`src/rtl/huffman_encoder.sv`:
```
// Static-table Huffman encoder: two nibble codes per byte,
// packed MSB-first into 16-bit words, flushed when enable drops.
module huffman_encoder (
   input  logic        clk,
   input  logic        rst,
   input  logic        enable,
   input  logic        in_enable,
   input  logic [7:0]  data_in,
   output logic        out_valid,
   output logic [15:0] data_out,
   output logic        in_ready
);

   logic [31:0] acc_q, acc_d;
   logic [4:0]  cnt_q, cnt_d;
   logic [15:0] dout_q, dout_d;
   logic        vld_q, vld_d;

   logic [8:0]  hi, lo;
   logic [11:0] byte_code;
   logic [4:0]  byte_len;
   logic [4:0]  total;
   logic [31:0] appended;

   // {length[2:0], code left-aligned in 6 bits}
   function automatic logic [8:0] nib_code(input logic [3:0] n);
      logic [8:0] r;
      unique case (n)
         4'd0:  r = {3'd2, 6'b000000};
         4'd1:  r = {3'd3, 6'b010000};
         4'd2:  r = {3'd3, 6'b011000};
         4'd3:  r = {3'd4, 6'b100000};
         4'd4:  r = {3'd4, 6'b100100};
         4'd5:  r = {3'd4, 6'b101000};
         4'd6:  r = {3'd4, 6'b101100};
         4'd7:  r = {3'd5, 6'b110000};
         4'd8:  r = {3'd5, 6'b110010};
         4'd9:  r = {3'd5, 6'b110100};
         4'd10: r = {3'd5, 6'b110110};
         4'd11: r = {3'd5, 6'b111000};
         4'd12: r = {3'd5, 6'b111010};
         4'd13: r = {3'd6, 6'b111100};
         4'd14: r = {3'd6, 6'b111101};
         4'd15: r = {3'd5, 6'b111110};
      endcase
      return r;
   endfunction

   assign in_ready  = enable && !rst;
   assign out_valid = vld_q;
   assign data_out  = dout_q;

   // Pending bits sit left-aligned in acc_q; bits below cnt_q stay zero.
   always_comb begin
      hi        = nib_code(data_in[7:4]);
      lo        = nib_code(data_in[3:0]);
      byte_code = {hi[5:0], 6'b0} | ({lo[5:0], 6'b0} >> hi[8:6]);
      byte_len  = {2'b0, hi[8:6]} + {2'b0, lo[8:6]};
      total     = cnt_q + byte_len;
      appended  = acc_q | ({byte_code, 20'b0} >> cnt_q);

      acc_d  = acc_q;
      cnt_d  = cnt_q;
      dout_d = dout_q;
      vld_d  = 1'b0;

      if (enable && in_enable) begin
         if (total >= 5'd16) begin
            dout_d = appended[31:16];
            acc_d  = {appended[15:0], 16'b0};
            cnt_d  = total - 5'd16;
            vld_d  = 1'b1;
         end else begin
            acc_d = appended;
            cnt_d = total;
         end
      end else if (!enable && cnt_q != 5'd0) begin
         dout_d = acc_q[31:16];
         acc_d  = 32'b0;
         cnt_d  = 5'd0;
         vld_d  = 1'b1;
      end
   end

   always_ff @(posedge clk) begin
      if (rst) begin
         acc_q  <= 32'b0;
         cnt_q  <= 5'd0;
         dout_q <= 16'h0000;
         vld_q  <= 1'b0;
      end else begin
         acc_q  <= acc_d;
         cnt_q  <= cnt_d;
         dout_q <= dout_d;
         vld_q  <= vld_d;
      end
   end

endmodule

```
`config.mk`:
```
export PLATFORM = sky130hd
export DESIGN_NAME = huffman_encoder
export DESIGN_NICKNAME = d
export VERILOG_FILES = /design/src/rtl/huffman_encoder.sv
export SDC_FILE = /design/constraint.sdc
export NUM_CORES = 1
export LEC_CHECK = 0
export CAP_MARGIN = 10
export CORE_MARGIN = 2
export CORE_UTILIZATION = 46
export CTS_BUF_LIST = sky130_fd_sc_hd__clkbuf_16
export DETAILED_ROUTE_END_ITERATION = 6
export GPL_TIMING_DRIVEN = 0
export MAX_ROUTING_LAYER = met4
export SYNTH_ARGS = -nofsm -noshare
export SYNTH_HDL_FRONTEND = slang
export SYNTH_SLANG_ARGS = --single-unit
```
`constraint.sdc`:
```
create_clock -name clk -period 5.5 [get_ports clk]
set_input_delay 0.55 -clock clk [delete_from_list [all_inputs] [get_ports clk]]
set_output_delay 0.55 -clock clk [all_outputs]
set_load 0.005 [all_outputs]
```
After elaboration in Yosys (flattened, before gate mapping)
Memories as Yosys holds them, arrays and structs flattened.
Index checks and enable logic that the tools add are counted.
Widths: inputs -> output; s select.
{"block": "totals", "mem_bits_ro": 288, "out_inout_bits": 18, "memories": 2, "word_cells": 35, "reg_bits": 54, "input_bits": 12}
{"memory": "(no name shown)", "depth": 16, "word_bits": 9, "rd": 1, "rd_ports_with_merged_regs": 0, "write_ports": 0, "line": "28", "text": "unique case (n)"}
{"memory": "(no name shown)", "depth": 16, "word_bits": 9, "rd": 1, "rd_ports_with_merged_regs": 0, "write_ports": 0, "line": "28"}
{"block": "op_classes", "addsub": 3, "eq_ne": 1, "reduce_logical": 8, "muxes": 12, "magnitude_cmp": 1, "shift": 2, "n_bitwise": 2}
{"op": "$mux 32", "count": 3}
{"op": "$mux 16", "count": 3}
{"op": "$or 32x32->32", "count": 1}
{"op": "$shr 32x5->32", "count": 1}
{"op": "$mux 5", "count": 3}
{"op": "$or 12x12->12", "count": 1}
{"op": "$shr 12x3->12", "count": 1}
{"op": "$add 5x4->5", "count": 1}
{"op": "$ge 5x5->1 const B", "count": 1}
{"op": "$reduce_bool 5->1", "count": 1}
{"op": "$sub 5x5->5 const B", "count": 1}
{"op": "$add 3x3->4", "count": 1}
{"op": "$logic_and 1x1->1", "count": 3}
{"op": "$mux 1", "count": 3}
{"op": "$logic_not 1->1", "count": 2}
{"op": "$ne 2x1->1 const B", "count": 1}
{"op": "$reduce_and 2->1", "count": 1}
{"op": "$reduce_bool 2->1", "count": 1}

Depth between registers and ports, before layout
Gate-level depths: netlist (run 1).
An unclocked memory read counts as a cell.
{"block": "logic_depth", "ltp_word": 7, "mapped_depth": 20}

Worst setup path after synthesis (run 1)
Ideal clock, no wire load.
{"block": "synth_path", "path_kind": "in2reg", "from": "input port data_in[4]", "to": "register acc_q[22]", "t_arrival_ns": 4.281, "setup_slack_ns": 1.085, "path_stages": 18, "setup_time_ns": 0.134, "path_buffers": 4, "path_cell_list": "ha_1 -> clkbuf_1 -> or3_1 -> buf_4 -> clkinv_2 -> clkbuf_1 -> fa_1 -> inv_1 -> ha_1 -> a21o_1 -> a21oi_1 -> xnor2_1 -> and2_1 -> buf_2 -> nor2_1 -> nor2_1 -> a22oi_1 -> o211ai_1"}
{"block": "synth_via", "elab_chain_len": 7, "word_cells_on_any_way": 10}
{"item": "start, declared", "line": "8", "text": "input logic [7:0] data_in,"}
{"item": "$mem_v2 16x9 (*)"}
{"item": "branches (longest 4 deep; another with $add 5x4->5)"}
{"item": "$mux 32 (*)", "line": "68", "text": "if (total >= 5'd16) begin"}
{"item": "$mux 32 (*)", "line": "67", "text": "if (enable && in_enable) begin"}
{"item": "end signal, assigned", "line": "87", "text": "acc_q <= 32'b0;"}
{"item": "end signal, assigned", "line": "92", "text": "acc_q <= acc_d;"}
{"item": "end, declared", "line": "14", "text": "logic [31:0] acc_q, acc_d;"}
Every way passes the cells marked *.
A chain may end at the register's enable or synchronous reset.

Worst setup path in the final report (run 1)
Ends and elaborated chain as after synthesis.

==> results.md, run 1 <==
* M2 GR Usage at about 43%
* Antenna cells at 0
* Antenna violations before repair at 0
* Io pins at 30
* Tmin final at approximately 5 ns
* Max Slew Vio Count at 0
* Worst-path clk slew at 0.06 ns
* CP max stage cell: clkdlybuf4s50_1
* RSZ-0062 raised after global routing: no
* Final clock skew at 0.00561 ns
* Worst Setup Start Kind: input port
* Power density over cell area at 244 nW/um^2
* Multi-input logic area at between 2000 and 3000 sq um
* DR vias/cell at between 6 and 7
* Cell Area, Synth at 4280 sq um
* IO Port Bufs at 27
* Crit path from: data_in[4]
* Final worst slack at between 0.5 and 0.6 ns
* Die width at ~100 um
* Maximum clock rate at roughly 200 MHz
* Clock sinks at 54
* Sequential area share after synthesis at ~25%
* Residual DRC at 0
* Routed Antenna Nets at 0
* Total Wirelength at 14,600 um
* Layout Nets at slightly above 600
* Largest net degree at the start of global routing at 19
* # Post-CTS Setup Buffers at 0
* WP data required at ~5.7 ns
* Routed wire per std cell at slightly above 20 um
* GR met1 Demand/Resource at 46.4%
* Crit Path Category: in2reg
* Via count at around 4.7k
* Grt peak-use layer: met1
* RePlAce Congestion at 0.956
* Synth Instances at about 560
* Num CTS Buffers at 5
* Layout fillers at approximately 900
* Worst-skew pair later-pin latency at 0.29 ns
* All-Layer GR Usage at between 30% and 40%
* Die span in y at approximately 100 um
* Die area at 10,100 sq um
* Period utilization at between 90% and 100%
* Max_slew headroom at 33.3%
* H-tree depth at 2
* Yosys warnings at 0
* Synthesis-stage register bit count at between 50 and 60
* Outcome: complete, no violations
* Syn_area_per_cell at ~7.6 sq um
* Initial DRT Pass Iterations at 5
* FP Rows at 35
* Cts hold-fix bufs at 0
* Setup crit end kind: flip-flop
* Asr flop ratio synth at 0%
* Dpl hpwl at between 10,000 and 15,000 um
* Max-Cap Viols at 0
* LEAKAGE at between 1.5 and 2 nW
* Hold Path Class: reg2reg
* Total gr overflow at 0
* Worst slack, placed at -0.791 ns
* Final setup fails at 0
* First-pass GRT wire length at approximately 24,000 um
* Root buf cell: clkbuf_16
* Iter 0 DRT Violations at approximately 490
* Area growth, synth to finish at 13.4%
* Arrival @ worst endpoint at ~5.2 ns
* Prevailing post-synth register cell: dfxtp_1
* Worst path cell trace: clkdlybuf4s50_1, inv_1, ha_1, buf_2, nand3_1, nand2_2, inv_2, buf_2, fa_1, inv_1, ha_1, a21o_1, a21oi_2, xnor2_2, and2_1, buf_2, nor2_4, nor2_2, a22oi_1, o211ai_1
* Flip-flop and latch area at roughly 1100 sq um
* CTS tree: yes
* Max Buffers Root-to-Sink at 2
* Hold slack at 0.454 ns
* Final Hold Viols at 0
* Core ar. at 9150 sq um
* Cell variety after synth at between 80 and 90
* Crit path largest cell delay at approximately 0.55 ns
* Initial Util at around 47%
* Syn nets at between 500 and 600
* Vias in the first global route at approximately 4.4k
* Post-synth EDFFs at 0
* Layout cells sized above 1 at a little under an eighth
* Worst hold start: acc_q[6]$_SDFFE_PP0P_
* Met3 GRT Util at 4.58%
* Most used cell, CP: buf_2
* Peak supply drop at 0.000186 V
* Crit path max fanout at 10
* Worst R2R Start: cnt_q[1]$_SDFFE_PP0P_
* Worst Tran Pin Value at 0.992 ns
cell usage in the layout, fill, tap and decap left out, drive strengths merged, types with 12 or more instances in the layout:
cell type / instances
nor3: 19
nor2: 53
buf: 13
clkbuf: 29
inv: 21
a211oi: 24
a21oi: 41
ha: 12
nand2: 51
nand3: 16
o21ai: 57
clkdlybuf4s50: 27
a31oi: 15
dfxtp: 54
area by class of cell:
class / instances / area share, %
timing repair buffer: 27 / 5.57
clock buffer: 5 / 2.58
sequential: 54 / 22.3
buffer: 37 / 3.40
multi-input combinational: 445 / 61.0
tap: 111 / 2.86
clock inverter: 3 / 0.335
inverter: 25 / 1.96
sequential cells by signal, summed over array words and instances (netlist names):
| register | flops |
|---|---|
| out_valid | 1 |
| data_out | 16 |
| cnt_q | 5 |
| acc_q | 32 |
layer usage:
metal | vias up | part of all wire [%] | wire length [um]
li1 | 2190 | - | -
met1 | 2228 | 48 | 7060
met2 | 242 | 42 | 6100
met3 | 20 | 8.4 | 1230
met4 | 0 | 1.2 | 182
met5 | - | 0 | 0
what timing repair did:
action / 4_1_cts / 5_1_grt
endpoints found under the setup margin: 34 / 40
gates resized for setup: 3 / 6
gates cloned: 0 / 0
pin swaps: 0 / 0
per-stage QoR:
stage / setup TNS (ns) / area, sq um / utilization [%] / instances / power, mW
finish: 0 / 4850 / 53.0 / 707 / 1.19
global route: 0 / 4850 / 53.0 / 707 / 1.25
CTS: 0 / 4840 / 52.8 / 707 / 1.18
detailed placement: -22.09 / 4690 / 51.3 / 700 / 0.872
global placement: -17.90 / 4690 / 51.3 / 700 / 0.866
floorplan: 0 / 4280 / - / 562 / 0.730
cells by family after synthesis:
kind of cell	Yosys count	share of synthesized area, %
AOI/OAI and AO/OA	229	39.1
xor gates and xnor gates	2	0.409
adders and majority gates	16	5.38
buffers and inverters	63	6.08
DFF	54	25.2
muxes	9	2.19
and+or+nand+nor	189	21.6
Yosys cell counts, types with 5 or more instances:
master | count | area share, %
and2_1 | 8 | 1.2
buf_1 | 5 | 0.44
o21ai_1 | 13 | 1.5
ha_1 | 12 | 3.5
nand2_1 | 50 | 4.4
o22ai_1 | 6 | 0.88
a211oi_2 | 6 | 1.8
a31oi_1 | 14 | 2.0
o211ai_1 | 8 | 1.4
mux2i_1 | 6 | 1.4
o21ai_0 | 43 | 5.0
a21oi_1 | 38 | 4.4
nor3_1 | 17 | 2.0
and3_1 | 6 | 0.88
o221ai_1 | 5 | 1.0
a211oi_1 | 18 | 3.2
nor4_1 | 7 | 1.0
nor2_1 | 53 | 4.6
inv_1 | 19 | 1.7
o31ai_1 | 6 | 1.1
nand3_1 | 15 | 1.8
a22oi_1 | 8 | 1.4
nor2b_1 | 8 | 1.2
dfxtp_1 | 54 | 25
clkbuf_1 | 24 | 2.1
buf_2 | 6 | 0.70
worst max-delay path: cells and delay by family:
family	cells	cell delay, ns
XOR/XNOR	1	0.29
buffers and inverters	7	1.40
AND/OR/NAND/NOR	5	1.22
AO/OA/AOI/OAI	4	0.77
adder cells (fa/ha/maj)	3	0.97
power breakdown:
group,switching [mW],internal (mW),leakage [nW]
Combinational,0.292,0.158,1.26
Clock,0.141,0.167,0.0689
Sequential,0.0137,0.415,0.439
Total,0.447,0.739,1.77
final timing paths:
kind	endpoint	slack [ns]	cells after the start
worst min-delay path	acc_q[6]$_SDFFE_PP0P_	0.45	2
worst max register to register	acc_q[22]$_SDFFE_PP0P_	1.21	15
worst max-delay path	acc_q[22]$_SDFFE_PP0P_	0.51	20
worst min register to register	acc_q[6]$_SDFFE_PP0P_	0.45	2
Power figures use the tool's default switching activity.
==> run 2: changes to the inputs <==
- SETUP_SLACK_MARGIN: default -> 0.2
==> run 2 against run 1 <==
Maximum frequency is 0.31% lower. Utilization grew 0.068 points. Critical path depth unchanged. Highest routed layer unchanged.
==> results.md, run 2 (same netlist as run 1, synthesis figures left out) <==
* Root buf cell: clkbuf_16
* Via count at roughly 4.7k
* Iter 0 DRT Violations at approximately 480
* Residual DRC at 0
* Core ar. at a little over 9000 sq um
* Crit Path Category: in2reg
* Final setup fails at 0
* Worst R2R Start: cnt_q[1]$_SDFFE_PP0P_
* Dpl hpwl at 11,400 um
* Crit path largest cell delay at 0.55 ns
* Most frequent cells in the layout: dfxtp_1 (54), nor2_1 (51), nand2_1 (50)
* Setup crit end kind: flip-flop
* Antenna cells at 0
* Reg-to-Reg End: data_out[14]$_SDFFE_PP0P_
* CP max stage cell: clkdlybuf4s50_1
* Total Wirelength at ~15,000 um
* Psw at 0.451 mW
* Worst Tran Pin Value at approximately 0.99 ns
* First-pass GRT wire length at 23,800 um
* Worst-path clk slew at approximately 0.070 ns
* H-tree depth at 2
* Buf/Inv on CP at 8
* Commonest non-fill, non-tap cell in the layout: dfxtp_1
* CTS tree: yes
* Initial DRT Pass Iterations at 5
* Largest net degree at the start of global routing at 19
* Power density over cell area at 245 nW/um^2
* Hold EP: acc_q[6]$_SDFFE_PP0P_
* Design area at 4860 sq um
* Max Slew Vio Count at 0
* Internal power at ~0.74 mW
* Total gr overflow at 0
* IO Port Bufs at 27
* Die width at roughly 100 um
* Outcome: complete, no violations
* Period utilization at between 90% and 100%
* Final clock skew at approximately 0.0063 ns
* Worst slack, placed at -0.791 ns
* Final std cells w/o fill at 707
* Multi-input logic area at ~3000 sq um
* Layout cells sized above 1 at a little under an eighth
* Routed Antenna Nets at 0
* Combinational power share at around 38%
* Sw Ratio at a little under two fifths
* Num CTS Buffers at 5
* RSZ-0062 raised after global routing: yes
* Hold slack at about 0.45 ns
* Antenna violations before repair at 0
* Die area at 10,100 sq um
* Layout Nets at slightly above 600
* Clock Power Share at around a quarter
* Worst path cell trace: clkdlybuf4s50_1, inv_1, ha_1, buf_2, nand3_1, nand2_2, inv_2, buf_2, fa_1, inv_1, ha_1, a21o_1, a21oi_2, xnor2_2, and2_1, buf_2, nor2_4, buf_2, nor2_1, a211oi_1
* Post-Route Setup TNS at 0 ns
* Tmin final at 5.01 ns
* Hold Path Class: reg2reg
* Worst Setup Start Kind: input port
* Crit path max fanout at 10
* Largest register by flop count: acc_q
* All-Layer GR Usage at slightly above 30%
* Flip-flop and latch area at around 1100 sq um
* R2r setup slk at approximately 1.2 ns
* Top delay family on crit path: buffers and inverters
* Most used cell, CP: buf_2
* Layout fillers at roughly 900
* Die span in y at 100 um
* DR vias/cell at about 6.6
* Final worst slack at between 0.4 and 0.5 ns
* Area post-placement at around 4700 sq um
* Max Buffers Root-to-Sink at 2
* Clock sinks at 54
* Largest register FFs at 32
* Io pins at 30
* Max-Cap Viols at 0
* Hold path cells at 2
* Maximum clock rate at 200 MHz
* RePlAce Congestion at 0.956
* Arrival @ worst endpoint at approximately 5.2 ns
* Worst hold start: acc_q[6]$_SDFFE_PP0P_
* Final Hold Viols at 0
* Area growth, synth to finish at 13.5%
* Max_slew headroom at between 30 and 40%
* FP Rows at 35
* Dpl cells at 700
* Peak supply drop at 0.000189 V
* WP data required at 5.70 ns
* Routed wire per std cell at between 20 and 25 um
* LEAKAGE at ~1.8 nW
* Vias in the first global route at ~4.4k
* R2R depth at 15
* Worst-skew pair later-pin latency at a little under 0.3 ns
* Seq pwr share at a little over a third
* Initial Util at between 40% and 50%
## run 2: power groups by stage
stage,logic [mW],registers (mW),clock network (mW)
2_1_floorplan,0.294,0.435,0
3_3_place_gp,0.431,0.436,0
3_5_place_dp,0.435,0.437,0
4_1_cts,0.440,0.428,0.310
5_1_grt,0.491,0.431,0.325
6_report,0.452,0.428,0.310
## run 2: layout make-up
class / count / area share, %
well taps: 111 / 2.86
flip-flops and latches: 54 / 22.2
plain buffers: 37 / 3.42
inverters: 25 / 1.96
repair buffers: 27 / 5.56
clock buffers: 5 / 2.57
multi-input cells: 445 / 61.1
clock inverters: 3 / 0.335
## run 2: metal layers
layer | vias to the layer above | global-route usage, % | routed length [um]
li1 | 2188 | - | -
met4 | 0 | 6.11 | 184
met1 | 2223 | 46.9 | 7200
met5 | - | - | 0
met3 | 18 | 4.16 | 1160
met2 | 242 | 42.8 | 6090
## run 2: how the worst max path moves through the flow
stage / startpoint / end / slack [ns] / depth (start not counted)
after CTS: data_in[4] / data_out[14]$_SDFFE_PP0P_ / 0.39 / 20
final: data_in[4] / data_out[14]$_SDFFE_PP0P_ / 0.49 / 20
after detailed placement: data_in[4] / data_out[14]$_SDFFE_PP0P_ / -0.79 / 19
after global placement: data_in[4] / acc_q[22]$_SDFFE_PP0P_ / -0.70 / 19
after floorplan: data_in[4] / acc_q[22]$_SDFFE_PP0P_ / 1.09 / 18
after global routing: data_in[4] / data_out[14]$_SDFFE_PP0P_ / 0.15 / 20
## run 2: per-stage QoR
step / total power [mW] / util (%)
after floorplan: 0.730 / -
after global placement: 0.866 / 51.3
after detailed placement: 0.872 / 51.3
after CTS: 1.18 / 53.0
after global routing: 1.25 / 53.1
final: 1.19 / 53.1
## run 2: worst register-to-register path, stage by stage, from the launching register on
cell,delay (ns)
dfxtp_1,0.32
clkbuf_1,0.36
clkinv_1,0.32
buf_1,0.36
fa_1,0.56
inv_1,0.08
ha_1,0.22
a21o_1,0.19
a21oi_2,0.31
xnor2_2,0.24
and2_1,0.22
buf_2,0.16
nor2_4,0.28
buf_2,0.32
nor2_1,0.07
a211oi_1,0.22
## run 2: timing repair
item,in CTS,in global routing
endpoints found under the setup margin,42,30
hold buffers,0,0
resized for setup,5,8
pin swaps,0,0
buffers inserted,0,0
